### config.mk
export PLATFORM = sky130hd
export DESIGN_NAME = hazard_redirect_unit
export DESIGN_NICKNAME = d
export VERILOG_FILES = /design/src/rtl/hazard_redirect_unit.sv
export SDC_FILE = /design/constraint.sdc
export NUM_CORES = 1
export LEC_CHECK = 0
export BUFFER_PORTS_ARGS = -buffer_cell sky130_fd_sc_hd__buf_4
export CORE_MARGIN = 3
export CORE_UTILIZATION = 45
export CTS_BUF_LIST = sky130_fd_sc_hd__clkbuf_4
export DETAILED_ROUTE_END_ITERATION = 10
export PLACE_DENSITY = 0.79
export SYNTH_ARGS = -nofsm -noshare
export SYNTH_HDL_FRONTEND = slang
export SYNTH_SLANG_ARGS = --single-unit
### constraint.sdc
create_clock -name clk -period 2.16 [get_ports clk]
set_clock_uncertainty 0.2 [all_clocks]
set_input_delay 0.216 -clock clk [delete_from_list [all_inputs] [get_ports clk]]
set_output_delay 0.216 -clock clk [all_outputs]
set_load 0.02 [all_outputs]
### src/rtl/hazard_redirect_unit.sv
// Hazard detection and PC redirect control for pc_control: load-use and data-memory stalls,
// taken-branch / jr redirects resolved in EX, pipeline flush strobes and saturating perf counters.
module hazard_redirect_unit #(
    parameter int LOAD_STALL_CYCLES = 1,
    parameter int CNT_W             = 16
) (
    input  logic             clk,
    input  logic             reset,
    input  logic             id_valid,
    input  logic [4:0]       id_rs,
    input  logic [4:0]       id_rt,
    input  logic             id_uses_rt,
    input  logic             ex_valid,
    input  logic             ex_mem_read,
    input  logic [4:0]       ex_rt,
    input  logic             ex_branch,
    input  logic             ex_branch_taken,
    input  logic [31:0]      ex_branch_target,
    input  logic             ex_jump_reg,
    input  logic [31:0]      ex_jump_target,
    input  logic             dmem_busy,
    output logic             stall,
    output logic             branch,
    output logic             jumpReg,
    output logic [31:0]      branchAddress,
    output logic [31:0]      jumpAddress,
    output logic             flush_if_id,
    output logic             flush_id_ex,
    output logic [CNT_W-1:0] stall_events,
    output logic [CNT_W-1:0] redirect_count
);

    typedef enum logic [1:0] {
        ST_RUN,
        ST_LOAD_STALL,
        ST_MEM_WAIT,
        ST_FLUSH
    } state_t;

    localparam logic [2:0] LOAD_RELOAD = 3'(LOAD_STALL_CYCLES - 1);

    state_t           state_q, state_d;
    logic [2:0]       ld_cnt_q, ld_cnt_d;
    logic [31:0]      br_addr_q, br_addr_d;
    logic [31:0]      jr_addr_q, jr_addr_d;
    logic [CNT_W-1:0] stall_events_q, stall_events_d;
    logic [CNT_W-1:0] redirect_count_q, redirect_count_d;

    logic load_use;
    logic jr_req;
    logic br_req;
    logic run_rules;
    logic stall_c;
    logic branch_c;
    logic jump_reg_c;
    logic flush_if_id_c;
    logic flush_id_ex_c;
    logic stall_evt_c;

    always_comb begin
        load_use = ex_valid && ex_mem_read && (ex_rt != 5'd0) && id_valid &&
                   ((id_rs == ex_rt) || (id_uses_rt && (id_rt == ex_rt)));
        jr_req   = ex_valid && ex_jump_reg;
        br_req   = ex_valid && ex_branch && ex_branch_taken;
    end

    // MEM_WAIT falls through to the RUN rules on its first non-busy cycle, so the
    // RUN decision is shared via run_rules instead of being duplicated per state.
    always_comb begin
        state_d       = state_q;
        ld_cnt_d      = ld_cnt_q;
        run_rules     = 1'b0;
        stall_c       = 1'b0;
        branch_c      = 1'b0;
        jump_reg_c    = 1'b0;
        flush_if_id_c = 1'b0;
        flush_id_ex_c = 1'b0;
        stall_evt_c   = 1'b0;

        unique case (state_q)
            ST_RUN: begin
                run_rules = 1'b1;
            end
            ST_LOAD_STALL: begin
                stall_c       = 1'b1;
                flush_id_ex_c = 1'b1;
                if (!dmem_busy) begin
                    ld_cnt_d = ld_cnt_q - 3'd1;
                    if (ld_cnt_q <= 3'd1) begin
                        state_d = ST_RUN;
                    end
                end
            end
            ST_MEM_WAIT: begin
                if (dmem_busy) begin
                    stall_c = 1'b1;
                end else begin
                    run_rules = 1'b1;
                end
            end
            ST_FLUSH: begin
                if (dmem_busy) begin
                    stall_c     = 1'b1;
                    stall_evt_c = 1'b1;
                    state_d     = ST_MEM_WAIT;
                end else begin
                    state_d = ST_RUN;
                end
            end
            default: begin
                state_d = ST_RUN;
            end
        endcase

        if (run_rules) begin
            state_d = ST_RUN;
            if (dmem_busy) begin
                stall_c     = 1'b1;
                stall_evt_c = 1'b1;
                state_d     = ST_MEM_WAIT;
            end else if (jr_req) begin
                jump_reg_c    = 1'b1;
                flush_if_id_c = 1'b1;
                flush_id_ex_c = 1'b1;
                state_d       = ST_FLUSH;
            end else if (br_req) begin
                branch_c      = 1'b1;
                flush_if_id_c = 1'b1;
                flush_id_ex_c = 1'b1;
                state_d       = ST_FLUSH;
            end else if (load_use) begin
                stall_c       = 1'b1;
                flush_id_ex_c = 1'b1;
                stall_evt_c   = 1'b1;
                if (LOAD_STALL_CYCLES > 1) begin
                    ld_cnt_d = LOAD_RELOAD;
                    state_d  = ST_LOAD_STALL;
                end
            end
        end
    end

    always_comb begin
        br_addr_d        = branch_c ? ex_branch_target : br_addr_q;
        jr_addr_d        = jump_reg_c ? ex_jump_target : jr_addr_q;
        stall_events_d   = stall_events_q;
        redirect_count_d = redirect_count_q;
        if (stall_evt_c && (stall_events_q != '1)) begin
            stall_events_d = stall_events_q + CNT_W'(1);
        end
        if ((branch_c || jump_reg_c) && (redirect_count_q != '1)) begin
            redirect_count_d = redirect_count_q + CNT_W'(1);
        end
    end

    always_ff @(posedge clk) begin
        if (reset) begin
            state_q          <= ST_RUN;
            ld_cnt_q         <= '0;
            br_addr_q        <= '0;
            jr_addr_q        <= '0;
            stall_events_q   <= '0;
            redirect_count_q <= '0;
        end else begin
            state_q          <= state_d;
            ld_cnt_q         <= ld_cnt_d;
            br_addr_q        <= br_addr_d;
            jr_addr_q        <= jr_addr_d;
            stall_events_q   <= stall_events_d;
            redirect_count_q <= redirect_count_d;
        end
    end

    // Every output is forced low while reset is held, including mid-episode.
    always_comb begin
        stall          = reset ? 1'b0 : stall_c;
        branch         = reset ? 1'b0 : branch_c;
        jumpReg        = reset ? 1'b0 : jump_reg_c;
        flush_if_id    = reset ? 1'b0 : flush_if_id_c;
        flush_id_ex    = reset ? 1'b0 : flush_id_ex_c;
        branchAddress  = reset ? '0 : (branch_c ? ex_branch_target : br_addr_q);
        jumpAddress    = reset ? '0 : (jump_reg_c ? ex_jump_target : jr_addr_q);
        stall_events   = reset ? '0 : stall_events_q;
        redirect_count = reset ? '0 : redirect_count_q;
    end

endmodule

# Word-level counts from Yosys, hierarchy flattened
# Cells that the tools add are included.
dict set report totals {
  ff_bits 101
  output_inout_bits 101
}
dict set report op_classes {
  add_sub_neg 3
  n_lt_le_gt_ge 1
  eq_ne 9
  n_mux 50
  n_bitwise 1
  reduce_logical 18
}
# operator count
set ops {}
lappend ops {{$mux W32} 4}
lappend ops {{$mux W1} 34}
lappend ops {{$add A16 B1 Y16 const B} 2}
lappend ops {{$mux W16} 2}
lappend ops {{$ne A16 B16 Y1 const B} 2}
lappend ops {{$mux W2} 7}
lappend ops {{$eq A5 B5 Y1} 2}
lappend ops {{$logic_and A1 B1 Y1} 10}
lappend ops {{$ne A3 B3 Y1 const B} 2}
lappend ops {{$reduce_bool A5 Y1} 1}
lappend ops {{$eq A2 B2 Y1 const B} 2}
lappend ops {{$pmux W1 S2} 2}
lappend ops {{$pmux W2 S2} 1}
lappend ops {{$le A3 B1 Y1 const B} 1}
lappend ops {{$reduce_and A3 Y1} 1}
lappend ops {{$reduce_bool A3 Y1} 1}
lappend ops {{$sub A3 B1 Y3 const B} 1}
lappend ops {{$eq A2 B1 Y1 const B} 1}
lappend ops {{$logic_not A2 Y1} 1}
lappend ops {{$logic_or A1 B1 Y1} 2}
lappend ops {{$reduce_and A2 Y1} 1}
lappend ops {{$reduce_or A2 Y1} 1}
lappend ops {{$not A1 Y1} 1}

# Longest topological paths before layout
# Gate-level depths: netlist of run 1.
dict set report logic_depth {
  ltp_word 10
  mapped_depth 8
  ltp_nobuf 7
}

# Worst setup path after synthesis of run 1
# Ideal clock, no wire load.
dict set report synth_path {
  path_kind {register to output}
  start {register state_q[0]}
  end {output port branchAddress[10]}
  arrival_time_ns 1.751
  path_slack_ns -0.007
  path_stages_with_launch 7
  path_buffers 1
  cell_sequence {dfxtp_1 -> nor2_1 -> nand2_1 -> nor3_1 -> clkbuf_1 -> nand2_1 -> a21oi_1}
}
dict set report synth_between {
  elab_chain_len 5
}
# item line
set synth_lines {}
lappend synth_lines {{start: declaration} 42} ;# state_t state_q, state_d;
lappend synth_lines {{start signal: assignment} 165} ;# state_q <= state_d;
lappend synth_lines {{$eq A2 B2 Y1 or $logic_not A2 Y1 (tied branches)} 80} ;# unique case (state_q)
lappend synth_lines {{$pmux W1 S2 *} 80}
lappend synth_lines {{$mux W1 *} 115} ;# if (run_rules) begin
lappend synth_lines {{$mux W32 *} 181} ;# branchAddress = reset ? '0 : (branch_c ? ex_branch_target : br_addr_q);
lappend synth_lines {{$mux W32 *} n/a}
lappend synth_lines {{end: declaration} 25} ;# output logic [31:0] branchAddress,
# Mark *: on every way between the ends. The rest lies on a longest branch, timed or not.

# Final worst setup path of run 1
dict set report layout_path {
  start {register state_q[0]}
  end {output port branchAddress[11]}
}
# Same word-level chain as after synthesis.

==> results of run 1 <==
==> synthesized netlist by cell type (all sizes together) (3+ instances only) <==
cell type and count:
buf 5, xnor2 14, xor2 14, a21oi 74, nor2 42, o21ai 5, mux2 9, and2b 3
nor3 8, clkbuf 27, or3 6, ha 4, nand4 11, nand2 144, nor4b 3, nand3 11
inv 4, and4 3, nor2b 30, dfxtp 101, and3 7, nor4 3
==> area by class of cell <==
cell class / count / share of cell area
well taps: 129 / 0.01830
inverters: 4 / 0.001702
clock buffers: 9 / 0.007660
multi-input cells: 407 / 0.3780
flip-flops and latches: 101 / 0.2305
diodes: 4 / 0.001135
repair buffers: 321 / 0.3552
clock inverters: 7 / 0.007518
==> how the worst max path moves through the flow <==
stage                                   from                end
after global placement     stall_events_q[6]  stall_events_q[4]
after global routing      stall_events_q[11]  stall_events_q[6]
after detailed placement   stall_events_q[6]  stall_events_q[4]
after CTS                         state_q[0]  branchAddress[31]
after floorplan            stall_events_q[0]  stall_events_q[5]
final                             state_q[0]  branchAddress[11]
==> layout by cell type, fill, tap and decap left out, drive strengths merged, types with 5 or more instances in the layout <==
| cell | count |
|---|---|
| dlygate4sd3 | 68 |
| xnor2 | 14 |
| clkbuf | 14 |
| or3 | 6 |
| nor3 | 8 |
| buf | 248 |
| nand3 | 11 |
| nand2 | 144 |
| a21oi | 74 |
| mux2 | 9 |
| dfxtp | 101 |
| nor2b | 30 |
| o21ai | 5 |
| nand4 | 11 |
| inv | 8 |
| and3 | 7 |
| xor2 | 14 |
| nor2 | 42 |
==> logic make-up (layout without fill, tap and decap cells) <==
kind of cell	after synthesis	in the layout	share of synthesized area
DFF	101	101	0.4546
AOI/OAI and AO/OA	88	88	0.1120
buffers and inverters	36	341	0.03657
xor gates and xnor gates	28	28	0.05513
muxes	11	11	0.03404
adders and majority gates	4	4	0.01125
and+or+nand+nor	276	276	0.2965
other	0	4	0
==> state kept, by name (all words and copies together), names as in the netlist <==
register	cells
state_q	2
br_addr_q	32
jr_addr_q	32
redirect_count_q	16
stall_events_q	16
ld_cnt_q	3
==> power groups by stage <==
stage                     logic [mW]  clock network, mW  registers [mW]
after floorplan                0.227                  0            1.95
after global placement         0.472                  0            1.95
after detailed placement       0.482                  0            1.95
after CTS                      0.679               1.00            1.91
after global routing           0.962               1.13            1.93
final                          0.938               1.09            1.93
==> metal layers <==
layer,vias to the layer above,routed length (um),GRT usage
li1,2422,-,-
met4,2,3067,0.1359
met5,-,17,0
met2,541,12740,0.5364
met3,244,2207,0.05879
met1,2782,8180,0.3405
==> tightest hold or removal path, cell delays in order <==
cell and delay (ns):
buf_4 0.15, nor3_4 0.07, buf_12 0.13, buf_6 0.14, nand2_1 0.09, a21oi_2 0.06
==> per-stage QoR <==
| step | area, sq um | hold slack (ns) | utilization | total power [mW] |
|---|---|---|---|---|
| after CTS | 7600 | 0.03344 | 0.8072 | 3.599 |
| after global placement | 6281 | 0.2477 | 0.6671 | 2.424 |
| final | 8821 | 0.1839 | 0.9369 | 3.955 |
| after global routing | 8821 | 0.1862 | 0.9369 | 4.021 |
| after detailed placement | 6281 | 0.2522 | 0.6671 | 2.436 |
| after floorplan | 4561 | 0.1587 | - | 2.181 |
==> timing repair <==
item | 4_1_cts | 5_1_grt
pin swaps | 7 | 87
setup endpoints to repair | 83 | 88
gates cloned | 6 | 5
resized for setup | 87 | 202
hold buffers | 67 | 1
hold endpoints to repair | 73 | 1
buffers inserted | 6 | 24
==> metrics.yaml, run 1 <==
worstMarginPinSlew_ns: 0.5514
drv_slew: 0
worst_path_most_repeated_cell: "buf_12"
r2r_start: "stall_events_q[11]"
cp.required_ns: 1.74
whs_path_depth: 6
yosysUniqueCellTypes: 48
finalNonFillerCells: 982
grt-ovfl-total: 0
p_comb_frac: 0.237
dp_cells: 856
r2r_cells: 9
tns_ns: -31.08
gp_routability_congestion: 0.9853
drv_cap: 0
boundaryPins: 190
wire_per_inst_um: 26.70
post-route-period-util: 1.231
ant_nets: 0
grt_pass1_wl_um: 26760
synth.yosys.seq_area_share: 0.4546
cp_slowest_cell: "dfxtp_4"
area_growth_pct: 98.31
synth-edff-count: 0
dr.pass1.iters: 7
die_w_um: 105.4
synth_area_leader_cell: "dfxtp_1"
routed_wl_um: 26220
multiInputGateArea_sq_um: 3334
dp_slack_ns: -0.1381
switching_share: 0.3356
dieArea_sq_um: 11110
core_sq_um: 9415
r2r-end: "stall_events_q[6]"
grt_pass1_vias: 5269
failed_checks: "setup timing"
p_switching_mw: 1.327
hp-class: "in2reg"
nFillCells: 262
syn_nets: 637
hold_end: "br_addr_q[4]"
cts-htree-levels: 3
p_leak_nw: 3.699
clkTransAtPathRegs_ns: 0.22
yosysTopAreaCellShare: 0.4546
critPathMaxFanout: 8
dp_hpwl_um: 9280
arrival_ns: 2.24
intPower_mw: 2.628
crit_type: "reg2out"
slowest_delay_ns: 0.39
postSynth.asyncResetShare: 0
setup_ws_ns: -0.4980
seq_area_sq_um: 2033
cts_tree: "done"
min_period_ns: 2.658
hold_violations: 0
cts_sinks: 101
reg2reg_slack_ns: -0.50
yosysWarnings: 0
syn_avg_cell_area_sq_um: 8.176
power_per_cell_area_nw_per_um2: 448.4
synth_ff_type: "dfxtp_1"
setup_viol: 84
rows: 35
antenna_found_initial: 5
cts_buffers: 9
clock_power_share: 0.275
slew_headroom: 0.6315
vias: 5991
grt_max_degree: 44
drt_first_iter_violations: 561
via_per_inst: 6.101
cts_root_buf: "clkbuf_4"
fin_nets: 937
synth_seq_cells: 101
layout-drive-gt1-share: 0.5359
cp.depth: 8
die_h_um: 105.4
clk_latency_ns: 0.50
cp_cell_sequence: "nor2_4 > nand2_4 > nor3_4 > buf_12 > buf_12 > nand2_2 > a21oi_2 > buf_6"
numPortBuffers: 189
seq_power_share: 0.487
grt_setup_unrepaired: "yes"
netlist_area_sq_um: 4448
synth_area_leaders: "dfxtp_1 45%, nand2_1 12%, a21oi_1 8.1%"
clock.fmax_ghz: 0.3762
drc: 0
outcome: "finished with violations"
critPathBufInv: 3
initial_utilization: 0.4724
cts.path.max_buffers: 2
syn_inst: 544
grt_usage: 0.2991
ir_worst_vdd_uv: 275.7
hold_start: "ex_jump_reg"
cp-start-kind: "flip-flop"
cp-end-kind: "primary output"
cp_top_family: "simple AND/OR/NAND/NOR gates"
Power figures use the tool's default switching activity.
==> run 2: changes to the inputs <==
Settings changed: CORE_UTILIZATION 45 to 49, PLACE_DENSITY 0.79 to 0.82.
Clock period 2.16 ns to 2.8 ns, I/O delays scaled along.
==> run 2 against run 1 <==
Net effect: the run now ends clean; clock-buffer cell count increased by 2; via count decreased by 23%; total power decreased by 34%; critical path depth decreased by 1; sequential share of layout area increased by 7.0 points; core utilization decreased by 17 points; critical path type unchanged; largest cell class unchanged.
==> metrics.yaml, run 2 (synthesized netlist as in run 1, its figures left out) <==
setup_viol: 0
grt_max_degree: 64
cts_tree: "done"
cts_root_buf: "clkbuf_4"
clock_power_share: 0.271
initial_utilization: 0.5076
tns_ns: 0
dieArea_sq_um: 10260
arrival_ns: 2.10
intPower_mw: 1.905
numPortBuffers: 189
switching_share: 0.2700
final_common_cell: "buf_4"
ir_worst_vdd_uv: 344.2
hp-class: "in2reg"
power_per_cell_area_nw_per_um2: 387.8
whs_path_depth: 5
critPathMaxFanout: 33
postCtsSetupBuffers: 0
whs_ns: 0.04890
final_cell_mix: "195 x buf_4, 144 x nand2_1, 101 x dfxtp_1"
layout-drive-gt1-share: 0.3110
worstMarginPinSlew_ns: 0.6715
n_antenna_cell: 0
seq_power_share: 0.568
p_switching_mw: 0.7044
ant_nets: 0
antenna_found_initial: 0
clk_latency_ns: 0.44
die_w_um: 101.3
dp_hpwl_um: 8734
clkTransAtPathRegs_ns: 0.14
p_comb_frac: 0.162
grt-ovfl-total: 0
dr.pass1.iters: 4
vias: 4634
area_growth_pct: 51.28
drt_first_iter_violations: 148
grt_setup_unrepaired: "no"
wl_met2_um: 7391
dr.max_layer_used: "met4"
cts_buffers: 9
via_per_inst: 5.155
cp-start-kind: "flip-flop"
grt_pass1_wl_um: 21310
largestRegisters: "br_addr_q: 32 flops, jr_addr_q: 32 flops"
wire_per_inst_um: 15.30
boundaryPins: 190
drc: 0
clock.fmax_ghz: 0.3870
cp.required_ns: 2.32
drv_slew: 0
routed_wl_um: 13760
core_sq_um: 8763
cp-end-kind: "primary output"
rows: 34
wl_met3_um: 944
met1Wirelength_um: 4967
outcome: "finished clean"
cts-htree-levels: 3
fin_nets: 879
slew_headroom: 0.5523
p_leak_nw: 2.795
cts_sinks: 101
drv_cap: 0
crit_type: "reg2out"
nFillCells: 593
post-route-period-util: 0.9229
r2r_cells: 7
cts.path.max_buffers: 2
gp_routability_congestion: 0.8204
die_h_um: 101.3
grt_pass1_vias: 4618
min_period_ns: 2.584
grt_usage: 0.2567
hold_violations: 0
==> run 2: cell count changes in the layout (fill, tap and decap cells not counted), moves of 7 or more <==
cell / previous run / this run
nor3_4: 7 / 0
buf_12: 11 / 1
a21oi_1: 5 / 72
buf_6: 66 / 1
dfxtp_1: 94 / 101
a21oi_4: 32 / 0
nand2_2: 27 / 0
nand2_4: 32 / 0
a21oi_2: 37 / 2
buf_4: 167 / 195
nand2_1: 83 / 144
==> run 2: worst paths after layout <==
kind	start	slack (ns)	end
max	state_q[0]	0.22	branchAddress[13]
min	ex_valid	0.05	state_q[1]
max reg2reg	stall_events_q[3]	0.39	stall_events_q[13]
min reg2reg	jr_addr_q[0]	0.27	jr_addr_q[0]
==> run 2: layer usage <==
metal  up-vias  global-route usage
li1       2282                   -
met1      2147              0.2740
met2       165              0.4693
met3        40             0.08127
met4         0             0.09816
met5         -                   0
==> run 2: area by class of cell <==
cell class	count	area [sq um]	share of cell area
Clock buffer	11	82.58	0.01227
Multi-Input combinational cell	407	2276	0.3382
Timing Repair Buffer	263	2156	0.3204
Inverter	4	15.01	0.002231
Clock inverter	5	42.54	0.006322
Tap cell	108	135.1	0.02008
Sequential cell	101	2022	0.3005
==> run 2: critical path: stages (launching register included) <==
cell     delay, ns
dfxtp_1       0.40
nor2_4        0.18
nand2_1       0.10
or3_1         0.35
buf_4         0.24
nand2_1       0.12
a21oi_1       0.09
buf_4         0.20
==> run 2: power by group through the flow <==
stage                     Sequential (mW)  Clock, mW  Combinational (mW)
after floorplan                      1.51          0               0.168
after detailed placement             1.51          0               0.334
final                                1.48      0.706               0.422
after CTS                            1.48      0.730               0.411
after global placement               1.51          0               0.327
after global routing                 1.49      0.774               0.452
==> run 2: what timing repair did <==
action / 4_1_cts / 5_1_grt
endpoints found under the setup margin: 0 / 41
hold buffers: 66 / 0
endpoints found under the hold margin: 66 / 0
resized for setup: 0 / 3
==> run 2: metrics by stage <==
step | worst slack [ns] | cell area [sq um] | std cells | utilization | power [mW]
floorplan | 0.5691 | 4448 | 544 | - | 1.676
global placement | 0.4890 | 5932 | 817 | 0.6769 | 1.837
detailed placement | 0.4053 | 5932 | 817 | 0.6769 | 1.845
CTS | 0.05617 | 6718 | 899 | 0.7666 | 2.621
global route | 0.05669 | 6729 | 899 | 0.7678 | 2.711
finish | 0.2158 | 6729 | 899 | 0.7678 | 2.609
